--- src/rtl/cu_seq.sv ---
// cu_seq: instruction sequencer owning PC, IR, flags and the return-address stack.
// Interrupt support (ie flag, EI/DI/RETI semantics, irq entry) is built only when CU_IRQ_EN is defined.
module cu_seq #(
  parameter int              AW      = 16,
  parameter int              IW      = 32,
  parameter int              SD      = 8,
  parameter logic [AW-1:0]   RST_VEC = 16'h0000,
  parameter logic [AW-1:0]   IRQ_VEC = 16'h0040
) (
  input  logic          clk,
  input  logic          reset,
  output logic          fetch_req,
  output logic [AW-1:0] fetch_addr,
  input  logic          fetch_ack,
  input  logic [IW-1:0] instr,
  output logic [IW-1:0] ir,
  output logic          exec_req,
  input  logic          exec_ack,
  input  logic          exec_c,
  input  logic          exec_z,
  output logic [1:0]    flags,
  input  logic          irq,
  output logic          irq_ack,
  output logic [AW-1:0] pc,
  output logic          halted,
  output logic          fault
);

  localparam int IDXW = $clog2(SD);
  localparam int SPW  = IDXW + 1;
  localparam logic [SPW-1:0] SD_W = SPW'(SD);

  localparam logic [3:0] OPC_OP   = 4'h0;
  localparam logic [3:0] OPC_JMP  = 4'h1;
  localparam logic [3:0] OPC_JC   = 4'h2;
  localparam logic [3:0] OPC_JZ   = 4'h3;
  localparam logic [3:0] OPC_CALL = 4'h4;
  localparam logic [3:0] OPC_RET  = 4'h5;
  localparam logic [3:0] OPC_RETI = 4'h6;
`ifdef CU_IRQ_EN
  localparam logic [3:0] OPC_EI   = 4'h7;
  localparam logic [3:0] OPC_DI   = 4'h8;
`endif
  localparam logic [3:0] OPC_HALT = 4'hF;

  typedef enum logic [2:0] {
    ST_FETCH  = 3'd0,
    ST_DECODE = 3'd1,
    ST_EXEC   = 3'd2,
    ST_HALT   = 3'd3,
    ST_FAULT  = 3'd4
  } state_t;

  state_t          state_r, state_nx_s;
  logic [AW-1:0]   pc_r, pc_nx_s;
  logic [IW-1:0]   ir_r, ir_nx_s;
  logic [1:0]      flags_r, flags_nx_s;
  logic [SPW-1:0]  sp_r, sp_nx_s;
  logic            fault_r, fault_nx_s;
  logic            fetch_req_r, exec_req_r, irq_ack_r, halted_r;
  logic            irq_ack_nx_s;
  logic [AW-1:0]   stack_r [SD];

  logic [3:0]      opcode_s;
  logic [AW-1:0]   target_s;
  logic [IDXW-1:0] push_idx_s, pop_idx_s;
  logic            irq_window_s, stack_err_s;
  logic            push_a_s, push_b_s;
  logic [IDXW-1:0] idx_a_s, idx_b_s;
  logic [AW-1:0]   data_a_s, data_b_s;

`ifdef CU_IRQ_EN
  logic            ie_r, ie_nx_s;
`else
  logic            unused_s;
  assign unused_s = irq | irq_window_s;
`endif

  assign opcode_s   = ir_r[IW-1:IW-4];
  assign target_s   = ir_r[AW-1:0];
  assign push_idx_s = IDXW'(sp_r);
  assign pop_idx_s  = IDXW'(sp_r - SPW'(1'b1));

  // Next-state, stack and interrupt-entry decisions; a stack fault cancels every other update.
  always_comb begin
    state_nx_s   = state_r;
    pc_nx_s      = pc_r;
    ir_nx_s      = ir_r;
    flags_nx_s   = flags_r;
    sp_nx_s      = sp_r;
    fault_nx_s   = fault_r;
    irq_ack_nx_s = 1'b0;
    irq_window_s = 1'b0;
    stack_err_s  = 1'b0;
    push_a_s     = 1'b0;
    push_b_s     = 1'b0;
    idx_a_s      = push_idx_s;
    idx_b_s      = push_idx_s;
    data_a_s     = pc_r;
    data_b_s     = pc_r;
`ifdef CU_IRQ_EN
    ie_nx_s      = ie_r;
`endif
    case (state_r)
      ST_FETCH: begin
        if (fetch_req_r && fetch_ack) begin
          ir_nx_s    = instr;
          pc_nx_s    = pc_r + AW'(1'b1);
          state_nx_s = ST_DECODE;
        end else begin
          state_nx_s = ST_FETCH;
        end
      end
      ST_DECODE: begin
        state_nx_s   = ST_FETCH;
        irq_window_s = 1'b1;
        case (opcode_s)
          OPC_OP: begin
            state_nx_s   = ST_EXEC;
            irq_window_s = 1'b0;
          end
          OPC_JMP: pc_nx_s = target_s;
          OPC_JC:  pc_nx_s = flags_r[1] ? target_s : pc_r;
          OPC_JZ:  pc_nx_s = flags_r[0] ? target_s : pc_r;
          OPC_CALL: begin
            if (sp_r == SD_W) begin
              stack_err_s = 1'b1;
            end else begin
              push_a_s = 1'b1;
              sp_nx_s  = sp_r + SPW'(1'b1);
              pc_nx_s  = target_s;
            end
          end
          OPC_RET, OPC_RETI: begin
            if (sp_r == {SPW{1'b0}}) begin
              stack_err_s = 1'b1;
            end else begin
              sp_nx_s = sp_r - SPW'(1'b1);
              pc_nx_s = stack_r[pop_idx_s];
`ifdef CU_IRQ_EN
              ie_nx_s = (opcode_s == OPC_RETI) ? 1'b1 : ie_r;
`endif
            end
          end
`ifdef CU_IRQ_EN
          OPC_EI: ie_nx_s = 1'b1;
          OPC_DI: ie_nx_s = 1'b0;
`endif
          OPC_HALT: begin
            state_nx_s   = ST_HALT;
            irq_window_s = 1'b0;
          end
          default: pc_nx_s = pc_r;
        endcase
      end
      ST_EXEC: begin
        if (exec_req_r && exec_ack) begin
          flags_nx_s   = {exec_c, exec_z};
          state_nx_s   = ST_FETCH;
          irq_window_s = 1'b1;
        end else begin
          state_nx_s = ST_EXEC;
        end
      end
      ST_HALT:  irq_window_s = 1'b1;
      ST_FAULT: state_nx_s = ST_FAULT;
      default: begin
        state_nx_s = ST_FAULT;
        fault_nx_s = 1'b1;
      end
    endcase

`ifdef CU_IRQ_EN
    // ie_r is the pre-decode value, so an EI in this same cycle defers entry to the next boundary.
    if (irq_window_s && irq && ie_r && !stack_err_s) begin
      if (sp_nx_s == SD_W) begin
        stack_err_s = 1'b1;
      end else begin
        push_b_s     = 1'b1;
        idx_b_s      = IDXW'(sp_nx_s);
        data_b_s     = pc_nx_s;
        sp_nx_s      = sp_nx_s + SPW'(1'b1);
        pc_nx_s      = IRQ_VEC;
        ie_nx_s      = 1'b0;
        irq_ack_nx_s = 1'b1;
        state_nx_s   = ST_FETCH;
      end
    end else begin
      irq_ack_nx_s = 1'b0;
    end
`endif

    if (stack_err_s) begin
      state_nx_s   = ST_FAULT;
      fault_nx_s   = 1'b1;
      pc_nx_s      = pc_r;
      sp_nx_s      = sp_r;
      push_a_s     = 1'b0;
      push_b_s     = 1'b0;
      irq_ack_nx_s = 1'b0;
`ifdef CU_IRQ_EN
      ie_nx_s      = ie_r;
`endif
    end else begin
      fault_nx_s = fault_r | (state_nx_s == ST_FAULT);
    end
  end

  // Architectural state and registered handshake outputs.
  always_ff @(posedge clk) begin
    if (reset) begin
      state_r     <= ST_FETCH;
      pc_r        <= RST_VEC;
      ir_r        <= {IW{1'b0}};
      flags_r     <= 2'b00;
      sp_r        <= {SPW{1'b0}};
      fault_r     <= 1'b0;
      fetch_req_r <= 1'b0;
      exec_req_r  <= 1'b0;
      irq_ack_r   <= 1'b0;
      halted_r    <= 1'b0;
`ifdef CU_IRQ_EN
      ie_r        <= 1'b0;
`endif
    end else begin
      state_r     <= state_nx_s;
      pc_r        <= pc_nx_s;
      ir_r        <= ir_nx_s;
      flags_r     <= flags_nx_s;
      sp_r        <= sp_nx_s;
      fault_r     <= fault_nx_s;
      fetch_req_r <= (state_nx_s == ST_FETCH);
      exec_req_r  <= (state_nx_s == ST_EXEC);
      irq_ack_r   <= irq_ack_nx_s;
      halted_r    <= (state_nx_s == ST_HALT);
`ifdef CU_IRQ_EN
      ie_r        <= ie_nx_s;
`endif
    end
  end

  // Return-stack storage; port B carries the interrupt push that can coincide with a CALL.
  always_ff @(posedge clk) begin
    if (!reset && push_a_s) stack_r[idx_a_s] <= data_a_s;
    if (!reset && push_b_s) stack_r[idx_b_s] <= data_b_s;
  end

  assign fetch_req  = fetch_req_r;
  assign fetch_addr = pc_r;
  assign pc         = pc_r;
  assign ir         = ir_r;
  assign exec_req   = exec_req_r;
  assign flags      = flags_r;
  assign irq_ack    = irq_ack_r;
  assign halted     = halted_r;
  assign fault      = fault_r;

endmodule

--- config.mk ---
export PLATFORM = sky130hd
export DESIGN_NAME = cu_seq
export DESIGN_NICKNAME = d
export VERILOG_FILES = /design/src/rtl/cu_seq.sv
export SDC_FILE = /design/constraint.sdc
export NUM_CORES = 1
export LEC_CHECK = 0
export CAP_MARGIN = 20
export CORE_ASPECT_RATIO = 1.4
export CORE_MARGIN = 5
export CORE_UTILIZATION = 50
export DETAILED_ROUTE_END_ITERATION = 12
export GPL_TIMING_DRIVEN = 0
export PLACE_DENSITY = 0.85
export SLEW_MARGIN = 20
export SYNTH_ARGS = -nofsm -noshare
export SYNTH_HDL_FRONTEND = slang
export SYNTH_SLANG_ARGS = --single-unit
--- constraint.sdc ---
create_clock -name clk -period 5.2 [get_ports clk]
set_input_delay 1.3 -clock clk [delete_from_list [all_inputs] [get_ports clk]]
set_output_delay 1.3 -clock clk [all_outputs]
set_load 0.01 [all_outputs]
==> impl_results.html <==
<table>
<tr><th>Metric</th><th>Value</th></tr>
<tr><th colspan="2">Clocking</th></tr>
<tr><td>Clock Sink Count</td><td>189</td></tr>
<tr><td>Number of buffers created by CTS</td><td>17</td></tr>
<tr><td>Largest buffer count on any clock path</td><td>2</td></tr>
<tr><td>Cts repair resizes</td><td>0</td></tr>
<tr><td>Reg clk slew, reported paths</td><td>70 ps</td></tr>
<tr><td>TritonCTS clock tree</td><td>yes</td></tr>
<tr><td>Worst-skew pair later-pin latency</td><td>420 ps</td></tr>
<tr><td>CTS H-tree depth</td><td>4</td></tr>
<tr><td>Total setup buffers inserted after CTS</td><td>0</td></tr>
<tr><td>Post-CTS Hold Fix Bufs</td><td>0</td></tr>
<tr><td>Buffer type at the clock tree root</td><td>clkbuf_16</td></tr>
<tr><th colspan="2">Power</th></tr>
<tr><td>Worst supply voltage drop on vdd</td><td>0.248 mV</td></tr>
<tr><td>LEAKAGE</td><td>3.40 nW</td></tr>
<tr><td>PwrDens</td><td>305 nW/um^2</td></tr>
<tr><th colspan="2">Synth</th></tr>
<tr><td>Average cell area after synthesis</td><td>13.3 um^2</td></tr>
<tr><td>Ys flop type</td><td>edfxtp_1</td></tr>
<tr><td>Synthesized netlist cell count</td><td>596</td></tr>
<tr><td>Net count of the mapped netlist</td><td>638</td></tr>
<tr><td>Cell Area, Synth</td><td>7930 um^2</td></tr>
<tr><td>Number of distinct library cells after synthesis</td><td>57</td></tr>
<tr><td>Ys Warns</td><td>0</td></tr>
<tr><td>FFs w/ async S/R, synth</td><td>0%</td></tr>
<tr><td>Number of enable flip-flop cells after synthesis</td><td>128</td></tr>
<tr><td>Flop and latch count out of synthesis</td><td>189</td></tr>
<tr><td>Register area share after synthesis</td><td>63.9%</td></tr>
<tr><th colspan="2">Critical path</th></tr>
<tr><td>Largest driver fanout on the critical path</td><td>10</td></tr>
<tr><td>R2R Setup Slk</td><td>1590 ps</td></tr>
<tr><td>Family of cells with the greatest summed delay on the critical path</td><td>buffers and inverters</td></tr>
<tr><td>Worst reg2reg path depth</td><td>10</td></tr>
<tr><td>Type of destination of the critical path</td><td>flip-flop</td></tr>
<tr><td>Most prevalent standard cell on the critical path</td><td>buf_2</td></tr>
<tr><td>Reg-to-reg critical path startpoint</td><td>sp_r[0]</td></tr>
<tr><td>Critical path type</td><td>flip-flop to flip-flop</td></tr>
<tr><td>WP data arrival</td><td>3900 ps</td></tr>
<tr><td>Capture instance of the worst register-to-register path</td><td>fetch_addr[14]</td></tr>
<tr><td>Data required time at the worst endpoint</td><td>5490 ps</td></tr>
<tr><td>Startpoint types</td><td>flip-flop</td></tr>
<tr><td>Series of cell instances along the critical path</td><td>buf_4, buf_2, inv_1, ha_1, clkbuf_1, buf_2, mux4_2, a211oi_1, o31a_1, o31ai_2</td></tr>
<tr><td>Largest incremental delay on the critical path</td><td>540 ps</td></tr>
<tr><td>Total buffers and inverters traversed by the critical path</td><td>5</td></tr>
<tr><td>Slowest library cell on the worst path</td><td>a211oi_1</td></tr>
<tr><th colspan="2">Layout</th></tr>
<tr><td>Share of layout cells above drive strength 1</td><td>15.2%</td></tr>
<tr><td>Fill count</td><td>1,107</td></tr>
<tr><td>Leading cell types in the layout, fill and taps excluded</td><td>128 x edfxtp_1, 106 x clkdlybuf4s50_1, 82 x nand2_1</td></tr>
<tr><td>Area used by multi-input combinational logic</td><td>2550 um^2</td></tr>
<tr><td>Synth-to-layout area growth</td><td>24.7%</td></tr>
<tr><td>Number of nets in the finished design</td><td>772</td></tr>
<tr><td>Sequential cell area</td><td>5060 um^2</td></tr>
<tr><td>Diode count</td><td>0</td></tr>
<tr><td>Most frequent standard cell in the layout excluding fill and tap cells</td><td>edfxtp_1</td></tr>
<tr><td>Area of all placed cells without fillers</td><td>9890 um^2</td></tr>
<tr><th colspan="2">Route</th></tr>
<tr><td>Post-route DRC</td><td>0</td></tr>
<tr><td>Total wire length after detailed routing</td><td>20,900 um</td></tr>
<tr><td>Final routed wire length divided by cell count</td><td>22.2 um</td></tr>
<tr><td>Post-DRT Antenna Nets</td><td>0</td></tr>
<tr><td>Initial DRT Pass Iterations</td><td>5</td></tr>
<tr><td>Drt via density</td><td>6.08</td></tr>
<tr><td>Total via count after detailed routing</td><td>5,712</td></tr>
<tr><td>DRT iter0 DRCs</td><td>649</td></tr>
<tr><th colspan="2">Die</th></tr>
<tr><td>Std-Cell Rows</td><td>54</td></tr>
<tr><td>Initial standard-cell utilization of the core</td><td>50.8%</td></tr>
<tr><td>DIE HEIGHT</td><td>159 um</td></tr>
<tr><td>Die Area</td><td>18,500 um^2</td></tr>
<tr><td>Width of the chip</td><td>116 um</td></tr>
<tr><td>Core Region</td><td>15,600 um^2</td></tr>
<tr><td>I/O pin count</td><td>110</td></tr>
<tr><th colspan="2">Place</th></tr>
<tr><td>Number of buffers inserted by port buffering</td><td>106</td></tr>
<tr><td>Post-detailed-placement cell area</td><td>9370 um^2</td></tr>
<tr><td>Final HPWL from detailed placement</td><td>14,700 um</td></tr>
<tr><td>Placer congestion estimate</td><td>0.935</td></tr>
<tr><th colspan="2">Timing</th></tr>
<tr><td>Final count of pins violating max slew</td><td>0</td></tr>
<tr><td>Final sum of negative setup slack</td><td>0 ps</td></tr>
<tr><td>Worst relative slew slack</td><td>42.7%</td></tr>
<tr><td>Final Setup Violations</td><td>0</td></tr>
<tr><td>Part of the cycle the worst path needs</td><td>69.4%</td></tr>
<tr><td>Unrepaired setup endpoints after global routing</td><td>false</td></tr>
<tr><td>Final min period</td><td>3610 ps</td></tr>
<tr><td>Final hold vios</td><td>0</td></tr>
<tr><td>Worst Tran Pin Value</td><td>858 ps</td></tr>
<tr><td>Fmax</td><td>277 MHz</td></tr>
<tr><td>Worst setup skew after layout</td><td>10.4 ps</td></tr>
<tr><th colspan="2">Min path</th></tr>
<tr><td>Worst hold path depth</td><td>2</td></tr>
<tr><td>Hold wc startpoint</td><td>fault</td></tr>
<tr><td>Worst hold endpoint</td><td>fault</td></tr>
<tr><td>Worst min-delay path class</td><td>flip-flop to flip-flop</td></tr>
<tr><th colspan="2">Flow run</th></tr>
<tr><td>Reported max-cap violation count</td><td>0</td></tr>
<tr><th colspan="2">GRT</th></tr>
<tr><td>Total GRT Usage</td><td>22.8%</td></tr>
<tr><td>Maximum number of pins on one net before global-route repair</td><td>18</td></tr>
<tr><td>Number of global-route vias before repair</td><td>5,779</td></tr>
<tr><td>Global-route wire length before repair</td><td>32,000 um</td></tr>
<tr><td>Leftover overflow at the end of global routing</td><td>0</td></tr>
<tr><td>Initial antenna violation count</td><td>0</td></tr>
<tr><th colspan="2">Status</th></tr>
<tr><td>Status</td><td>completed</td></tr>
</table>
==> per-stage QoR <==
step	hold WS (ps)	util [%]	setup slack, ps	cells	total power, mW
3_3_place_gp	443	59.2	495	898	1.88
2_1_floorplan	470	-	1790	596	1.77
4_1_cts	455	63.4	1600	939	3.02
6_report	458	63.4	1590	939	3.02
3_5_place_dp	447	60.0	1650	907	1.88
5_1_grt	468	63.4	1340	939	3.11
==> sequential cells by signal (all words and copies together), names as in the netlist, 2 cells and up <==
signal and flops:
stack_r 128, ir 32, fetch_addr 16, sp_r 4
state_r 3, flags 2
==> power breakdown <==
part	leakage [nW]	internal [mW]	total, mW	switching (mW)
Clock	0.250	0.626	1.16	0.533
Combinational	1.38	0.102	0.213	0.111
Sequential	1.77	1.61	1.64	0.0300
==> synthesized netlist by cell type (all sizes together), types with 3 or more instances <==
master  number  area, um^2
edfxtp     128        3840
nand2       83         314
dfxtp       61        1220
a21oi       54         270
buf         33         234
mux4        32         721
nor2        24        90.1
clkbuf      22        82.6
o21ai       18        90.1
mux2i       14         140
nand3       11        55.1
a31oi        9        56.3
nor3         8        40.0
a211oi       7        52.6
inv          6        22.5
nand4        6        37.5
nor2b        5        31.3
nor3b        5        37.5
a211o        4        35.0
and2         4        25.0
and4         4        35.0
nor4         4        25.0
o31a         4        35.0
or3          4        25.0
a41oi        3        26.3
ha           3        37.5
o22ai        3        18.8
o31ai        3        27.5
xor2         3        26.3
==> tightest hold or removal path: stages (launching register included) <==
cell and delay [ps]:
dfxtp_1 320, inv_1 50, a21oi_1 50
==> cells by family after synthesis <==
group	Yosys count	share of synthesized area (%)
XOR/XNOR	5	0.552
adder cells (fa/ha/maj)	3	0.473
other	1	0.0473
flip-flops	189	63.9
AO/OA/AOI/OAI	125	10.1
AND/OR/NAND/NOR	166	9.77
multiplexers	46	10.9
buffers and inverters	61	4.28
==> layout make-up <==
| type | instances | share of cell area [%] |
|---|---|---|
| Buffer | 55 | 3.20 |
| Clock buffer | 23 | 4.63 |
| Clock inverter | 9 | 0.645 |
| Inverter | 6 | 0.228 |
| Multi-Input combinational cell | 346 | 25.8 |
| Sequential cell | 189 | 51.2 |
| Tap cell | 196 | 2.48 |
| Timing Repair Buffer | 115 | 11.8 |
==> per-layer routing <==
layer | vias up | share of wire, % | GRT usage [%]
met5 | - | 0 | 0
met4 | 0 | 4.4 | 11.1
met3 | 81 | 8.1 | 4.18
met2 | 359 | 51 | 38.4
met1 | 2757 | 36 | 27.9
li1 | 2515 | - | -
==> worst max path at each step <==
stage	start	end	slack, ps	depth (start not counted)
final	sp_r[0]	fetch_addr[14]	1590	10
after global routing	sp_r[0]	fetch_addr[1]	1340	11
after CTS	sp_r[0]	fetch_addr[9]	1600	10
after detailed placement	sp_r[0]	fetch_addr[12]	1650	10
after global placement	sp_r[0]	stack_r[0][11]	500	8
after floorplan	reset	stack_r[1][0]	1790	4
No activity file was read; power rests on OpenSTA's default activity.
